--- config.mk ---
export PLATFORM = sky130hd
export DESIGN_NAME = frame_buffer_scanout
export DESIGN_NICKNAME = d
export VERILOG_FILES = /design/src/rtl/frame_buffer_scanout.sv
export SDC_FILE = /design/constraint.sdc
export NUM_CORES = 1
export LEC_CHECK = 0
export ABC_AREA = 1
export CORE_AREA = 4 4 460 462
export CTS_CLUSTER_DIAMETER = 40
export CTS_CLUSTER_SIZE = 16
export DETAILED_ROUTE_END_ITERATION = 16
export DIE_AREA = 0 0 464 466
export SYNTH_ARGS = -nofsm -noshare
export SYNTH_HDL_FRONTEND = slang
export SYNTH_SLANG_ARGS = --single-unit
--- constraint.sdc ---
create_clock -name clk -period 23.3 [get_ports clk]
set_input_delay 5.825 -clock clk [delete_from_list [all_inputs] [get_ports clk]]
set_output_delay 5.825 -clock clk [all_outputs]
set_load 0.05 [all_outputs]
--- src/rtl/frame_buffer_scanout.sv ---
`default_nettype none
//==============================================================================
// Module   : frame_buffer_scanout
// Brief    : Reads a rendered frame linearly out of the CD SRAM and serialises
//            it into a one-pixel-per-beat valid/ready stream.
//            Define SCANOUT_CLEAR_EN to clear each word behind the read.
// Revision : 1.0  initial release
//==============================================================================
module frame_buffer_scanout #(
   parameter int          H_WORDS     = 40,
   parameter int          V_LINES     = 480,
   parameter logic [23:0] CLEAR_COLOR = 24'h0
) (
   input  logic         clk,
   input  logic         srst_n,
   input  logic         start,
   output logic         busy,
   output logic         done,
   output logic [15:0]  address_sram_CD,
   output logic         write_enable_sram_CD,
   output logic [15:0]  write_wordmask_sram_CD,
   input  logic [383:0] Color_RGB_sram,
   output logic [383:0] Color_RGB_clear,
   output logic [335:0] depth_clear,
   output logic         pix_valid,
   input  logic         pix_ready,
   output logic [23:0]  pix_rgb,
   output logic         pix_sof,
   output logic         pix_eol
);

   localparam logic [16:0] C_TOTAL_WORDS = 17'(H_WORDS * V_LINES);
   localparam logic [16:0] C_LAST_WORD   = 17'(H_WORDS * V_LINES - 1);
   localparam logic [16:0] C_LAST_COL    = 17'(H_WORDS - 1);

   localparam logic [1:0] C_IDLE = 2'd0;
   localparam logic [1:0] C_RUN  = 2'd1;
   localparam logic [1:0] C_DONE = 2'd2;

   logic [1:0]   r_state;
   logic [16:0]  r_rd_addr;
   logic         r_inflight;
   logic [15:0]  r_last_addr;
   logic [383:0] r_buf0;
   logic [383:0] r_buf1;
   logic         r_wr_ptr;
   logic         r_rd_ptr;
   logic [1:0]   r_count;
   logic [3:0]   r_pix;
   logic [16:0]  r_head_word;
   logic [16:0]  r_col;

   logic         w_run;
   logic         w_start_accept;
   logic         w_fire;
   logic         w_pop;
   logic         w_last_fire;
   logic         w_capture;
   logic [1:0]   w_occupancy;
   logic         w_rd_issue;
   logic         w_clr_issue;
   logic [15:0]  w_clr_addr;
   logic [15:0]  w_addr;
   logic [383:0] w_head;
   logic [23:0]  w_pix;

   assign w_run          = (r_state == C_RUN);
   assign w_start_accept = (r_state == C_IDLE) && start;
   assign busy           = w_run;
   assign done           = (r_state == C_DONE);

   assign pix_valid   = w_run && (r_count != 2'd0);
   assign w_fire      = pix_valid && pix_ready;
   assign w_pop       = w_fire && (r_pix == 4'd15);
   assign w_last_fire = w_pop && (r_head_word == C_LAST_WORD);

   // Read data arrives exactly one cycle after the read, so a read in flight
   // is a capture in the current cycle.
   assign w_capture   = r_inflight;
   assign w_occupancy = r_count + {1'b0, r_inflight};
   assign w_rd_issue  = w_run && !w_clr_issue &&
                        (r_rd_addr < C_TOTAL_WORDS) && (w_occupancy < 2'd2);

   //---------------------------------------------------------------------------
   // Control FSM
   //---------------------------------------------------------------------------
   always_ff @(posedge clk or negedge srst_n) begin
      if (!srst_n) begin
         r_state <= C_IDLE;
      end else begin
         case (r_state)
            C_IDLE:  if (start) r_state <= C_RUN;
            // A word's clear write always issues the cycle after capture, well
            // before its 16th pixel can be accepted, so no clear is pending here.
            C_RUN:   if (w_last_fire) r_state <= C_DONE;
            C_DONE:  r_state <= C_IDLE;
            default: r_state <= C_IDLE;
         endcase
      end
   end

   //---------------------------------------------------------------------------
   // Read issue and word-buffer bookkeeping
   //---------------------------------------------------------------------------
   always_ff @(posedge clk or negedge srst_n) begin
      if (!srst_n) begin
         r_rd_addr  <= 17'd0;
         r_inflight <= 1'b0;
         r_wr_ptr   <= 1'b0;
         r_rd_ptr   <= 1'b0;
         r_count    <= 2'd0;
      end else if (w_start_accept) begin
         r_rd_addr  <= 17'd0;
         r_inflight <= 1'b0;
         r_wr_ptr   <= 1'b0;
         r_rd_ptr   <= 1'b0;
         r_count    <= 2'd0;
      end else begin
         r_inflight <= w_rd_issue;
         if (w_rd_issue) r_rd_addr <= r_rd_addr + 17'd1;
         if (w_capture)  r_wr_ptr  <= ~r_wr_ptr;
         if (w_pop)      r_rd_ptr  <= ~r_rd_ptr;
         case ({w_capture, w_pop})
            2'b10:   r_count <= r_count + 2'd1;
            2'b01:   r_count <= r_count - 2'd1;
            default: r_count <= r_count;
         endcase
      end
   end

   always_ff @(posedge clk) begin
      if (w_capture && !r_wr_ptr) r_buf0 <= Color_RGB_sram;
      if (w_capture &&  r_wr_ptr) r_buf1 <= Color_RGB_sram;
   end

   //---------------------------------------------------------------------------
   // Pixel serialisation position
   //---------------------------------------------------------------------------
   always_ff @(posedge clk or negedge srst_n) begin
      if (!srst_n) begin
         r_pix       <= 4'd0;
         r_head_word <= 17'd0;
         r_col       <= 17'd0;
      end else if (w_start_accept) begin
         r_pix       <= 4'd0;
         r_head_word <= 17'd0;
         r_col       <= 17'd0;
      end else begin
         if (w_fire) r_pix <= r_pix + 4'd1;
         if (w_pop) begin
            r_head_word <= r_head_word + 17'd1;
            r_col       <= (r_col == C_LAST_COL) ? 17'd0 : r_col + 17'd1;
         end
      end
   end

   assign w_head = r_rd_ptr ? r_buf1 : r_buf0;

   always_comb begin
      w_pix = 24'h0;
      for (int i = 0; i < 16; i++) begin
         if (r_pix == 4'(i)) w_pix = w_head[24*i +: 24];
      end
   end

   assign pix_rgb = pix_valid ? w_pix : 24'h0;
   assign pix_sof = pix_valid && (r_head_word == 17'd0) && (r_pix == 4'd0);
   assign pix_eol = pix_valid && (r_col == C_LAST_COL) && (r_pix == 4'd15);

   //---------------------------------------------------------------------------
   // Optional clear-behind-read
   //---------------------------------------------------------------------------
`ifdef SCANOUT_CLEAR_EN
   logic        r_clr_pend;
   logic [15:0] r_clr_addr;
   logic [15:0] r_inflight_addr;

   always_ff @(posedge clk or negedge srst_n) begin
      if (!srst_n) begin
         r_clr_pend      <= 1'b0;
         r_clr_addr      <= 16'h0;
         r_inflight_addr <= 16'h0;
      end else begin
         if (w_rd_issue) r_inflight_addr <= r_rd_addr[15:0];
         if (w_capture) begin
            r_clr_pend <= 1'b1;
            r_clr_addr <= r_inflight_addr;
         end else if (w_clr_issue) begin
            r_clr_pend <= 1'b0;
         end
      end
   end

   assign w_clr_issue     = w_run && r_clr_pend;
   assign w_clr_addr      = r_clr_addr;
   assign Color_RGB_clear = {16{CLEAR_COLOR}};
   assign depth_clear     = {16{21'h1FFFFF}};
`else
   assign w_clr_issue     = 1'b0;
   assign w_clr_addr      = 16'h0;
   // Masked to zero: the colour only matters when clearing is built in.
   assign Color_RGB_clear = {16{CLEAR_COLOR & 24'h0}};
   assign depth_clear     = 336'h0;
`endif

   //---------------------------------------------------------------------------
   // SRAM port: idle cycles repeat a read of the last address
   //---------------------------------------------------------------------------
   assign w_addr = w_clr_issue ? w_clr_addr :
                   (w_rd_issue ? r_rd_addr[15:0] : r_last_addr);

   always_ff @(posedge clk or negedge srst_n) begin
      if (!srst_n) r_last_addr <= 16'h0;
      else         r_last_addr <= w_addr;
   end

   assign address_sram_CD        = w_addr;
   assign write_enable_sram_CD   = !w_clr_issue;
   assign write_wordmask_sram_CD = w_clr_issue ? 16'h0000 : 16'hFFFF;

endmodule
`default_nettype wire

==> out/metrics.yaml <==
timing:
  relSlewSlack: 0.1986
  rsz0062_at_grt: "no"
  period_needed_ns: 12.63
  slew_violations: 0
  period_share: 0.5421
  setup_viol_count_final: 0
  finClkSkew_ns: 0.07080
  fmax_mhz: 79.17
  hold_ws_ns: 0.4791
  fin_tns_setup_ns: 0
  worst-slew-pin-transition_ns: 1.202
  setup_ws_ns: 10.67
  hold_viol_final: 0
floorplanning:
  dieWidth_um: 464
  ios: 1170
  die_y_um: 466
  rows: 167
  die-area_um2: 216200
  core_um2: 207100
  start_util: 0.2012
clocking:
  tritoncts: "yes"
  ctsResizeCount: 0
  cts_buffers: 104
  cts-root-buf: "clkbuf_16"
  path_clk_slew_ns: 0.06
  clock_sinks: 846
  cts_setup_buffers: 0
  cts-hold-fix-buffers: 0
  clock_path_buffers: 3
  h-tree-depth: 3
  clkLatencyLatePin_ns: 0.76
synth:
  async_reset_ff_frac: 0.09220
  yosysTopAreaCellShare: 0.5537
  yosys-top-cells-area: "edfxtp_1 (55%), buf_4 (14%), nand2_1 (13%)"
  ys_types: 54
  synth_commonest_cells: "nand2_1 (1,390), edfxtp_1 (768), buf_4 (760)"
  yosysMostFrequentCell: "nand2_1"
  netlist_instances: 3982
  yosysSeqAreaShare: 0.6005
  synth_edf_count: 768
  yosys_warnings: 0
  ys_ff_latch: 846
  yosysTopAreaCell: "edfxtp_1"
  avgSynthCellArea_um2: 10.46
  syn_area_um2: 41650
  synth_flop_cell: "edfxtp_1"
place:
  portBuffers: 432
  place_congestion: 0.8149
  pre_cts_ws_ns: 11.26
  dpl.hpwl_um: 86790
route:
  wire_per_inst_um: 16.94
  vias: 26730
  antenna_left: 0
  routed_wirelength_um: 123300
  vias_per_cell: 3.670
  drtPass1Iterations: 6
  drc_errors: 0
  initialDrtViolationCount: 2213
global_route:
  grt_remaining_overflow: 0
  grt_max_degree: 164
  grt.total_usage: 0.1062
  antenna_found_initial: 39
  grt_first_pass_wirelength_um: 171500
  grt_pass1_vias: 24750
worst_setup_path:
  start_kind: "flop"
  crit_arrival_ns: 6.81
  worstPathRequired_ns: 17.48
  r2r_slack_ns: 18.42
  path_class: "reg -> out"
  cp-end-kind: "output pin"
  cp_max_fo: 146
pwr:
  p_leak_nw: 19.45
  ir_drop_v: 0.00007875
  finalPower_w: 0.005450
  power_density_nw_per_um2: 110.3
worst_hold_path:
  worst_hold_path_type: "reg -> reg"
cells_and_area:
  final_nets: 4779
  syn2layout_area_growth_pct: 18.67
  drive_above_1_share: 0.06865
run_status:
  outcome: "finished, final reports clean"
flow_run:
  maxCapViolations: 0
==> stage by stage <==
stage | instance area (um2) | utilization | instances
floorplan | 44410 | - | 4717
global placement | 45650 | 0.2205 | 7065
detailed placement | 45650 | 0.2205 | 7065
CTS | 49370 | 0.2384 | 7260
global route | 49410 | 0.2386 | 7274
finish | 49430 | 0.2387 | 7283
==> report_power, final <==
| group | internal, W | leakage [nW] | switching (W) | total [W] |
|---|---|---|---|---|
| clock network | 0.000976 | 1.77 | 0.000713 | 0.00169 |
| logic | 0.000487 | 9.81 | 0.00156 | 0.00205 |
| registers | 0.00167 | 7.87 | 0.0000394 | 0.00171 |
| total | 0.00313 | 19.5 | 0.00232 | 0.00545 |
==> cells in the final DEF, fill, tap and decap left out, drive strengths merged, types with 2 or more instances in the layout <==
| cell type | instances |
|---|---|
| nor3b | 2 |
| o211ai | 24 |
| or2 | 25 |
| nor3 | 30 |
| dfrtp | 78 |
| nand4 | 10 |
| bufinv | 11 |
| nand3 | 40 |
| nand2 | 1397 |
| o21ai | 40 |
| o22ai | 5 |
| buf | 33 |
| a31oi | 121 |
| clkbuf | 113 |
| conb | 737 |
| a211oi | 5 |
| nor2 | 170 |
| inv | 146 |
| nor4 | 11 |
| edfxtp | 768 |
| clkinvlp | 8 |
| o21a | 3 |
| diode | 23 |
| xor2 | 6 |
| a21oi | 200 |
| clkdlybuf4s50 | 431 |
| ha | 8 |
| clkinv | 40 |
==> critical path, cell delays in order, from the launching register on <==
cell	delay (ns)
dfrtp_4	0.82
inv_8	0.76
buf_4	0.94
buf_4	0.90
buf_4	0.71
nand2_1	0.13
a31oi_1	0.20
nand2_1	0.08
nand2_1	0.06
nand2_1	0.06
nand2_1	0.09
nand2_1	0.06
nand2_1	0.06
nand2_1	0.07
a21oi_2	0.20
clkdlybuf4s50_1	0.83
==> sequential cells by signal (all words and copies together) (netlist names) <==
| name | flops |
|---|---|
| r_buf0 | 384 |
| r_buf1 | 384 |
| r_col | 17 |
| r_count | 2 |
| r_head_word | 17 |
| r_inflight | 1 |
| r_last_addr | 16 |
| r_pix | 4 |
| r_rd_addr | 17 |
| r_rd_ptr | 1 |
| r_state | 2 |
| r_wr_ptr | 1 |
==> final timing paths <==
path	endpoint	cells after the start	from
worst max-delay path	pix_rgb[22]	15	r_rd_ptr
worst min-delay path	r_last_addr[9]	2	r_last_addr[9]
worst max register to register	r_buf1[296]	6	r_inflight
worst min register to register	r_last_addr[9]	2	r_last_addr[9]
max in group asynchronous	r_rd_ptr	2	srst_n
min in group asynchronous	r_last_addr[15]	1	srst_n
==> cells by family after synthesis <==
kind of cell | after synthesis | synth area share
flops | 846 | 0.6005
fa+ha+maj | 8 | 0.002403
simple gates | 1688 | 0.1618
compound gates | 403 | 0.05650
xor+xnor | 7 | 0.001472
other cells | 2 | 0.0001803
buf+inv | 1027 | 0.1769
mux | 1 | 0.0002703
==> area by class of cell <==
type / count / area (um2)
fillers: 21760 / 157600
well taps: 2788 / 3488
multi-input cells: 2844 / 12100
flip-flops and latches: 846 / 25020
repair buffers: 464 / 4574
clock inverters: 82 / 1084
diodes: 23 / 57.56
clock buffers: 113 / 2636
inverters: 123 / 476.7
==> layer usage <==
metal	up-vias	GRT usage	wire, um	share of wire
met1	12750	0.1253	47370	0.38
met5	-	0	181	0.0015
met4	30	0.04194	3457	0.028
met3	167	0.02561	9440	0.077
met2	1154	0.1856	62890	0.51
li1	12630	-	-	-
Power figures use the tool's default switching activity.
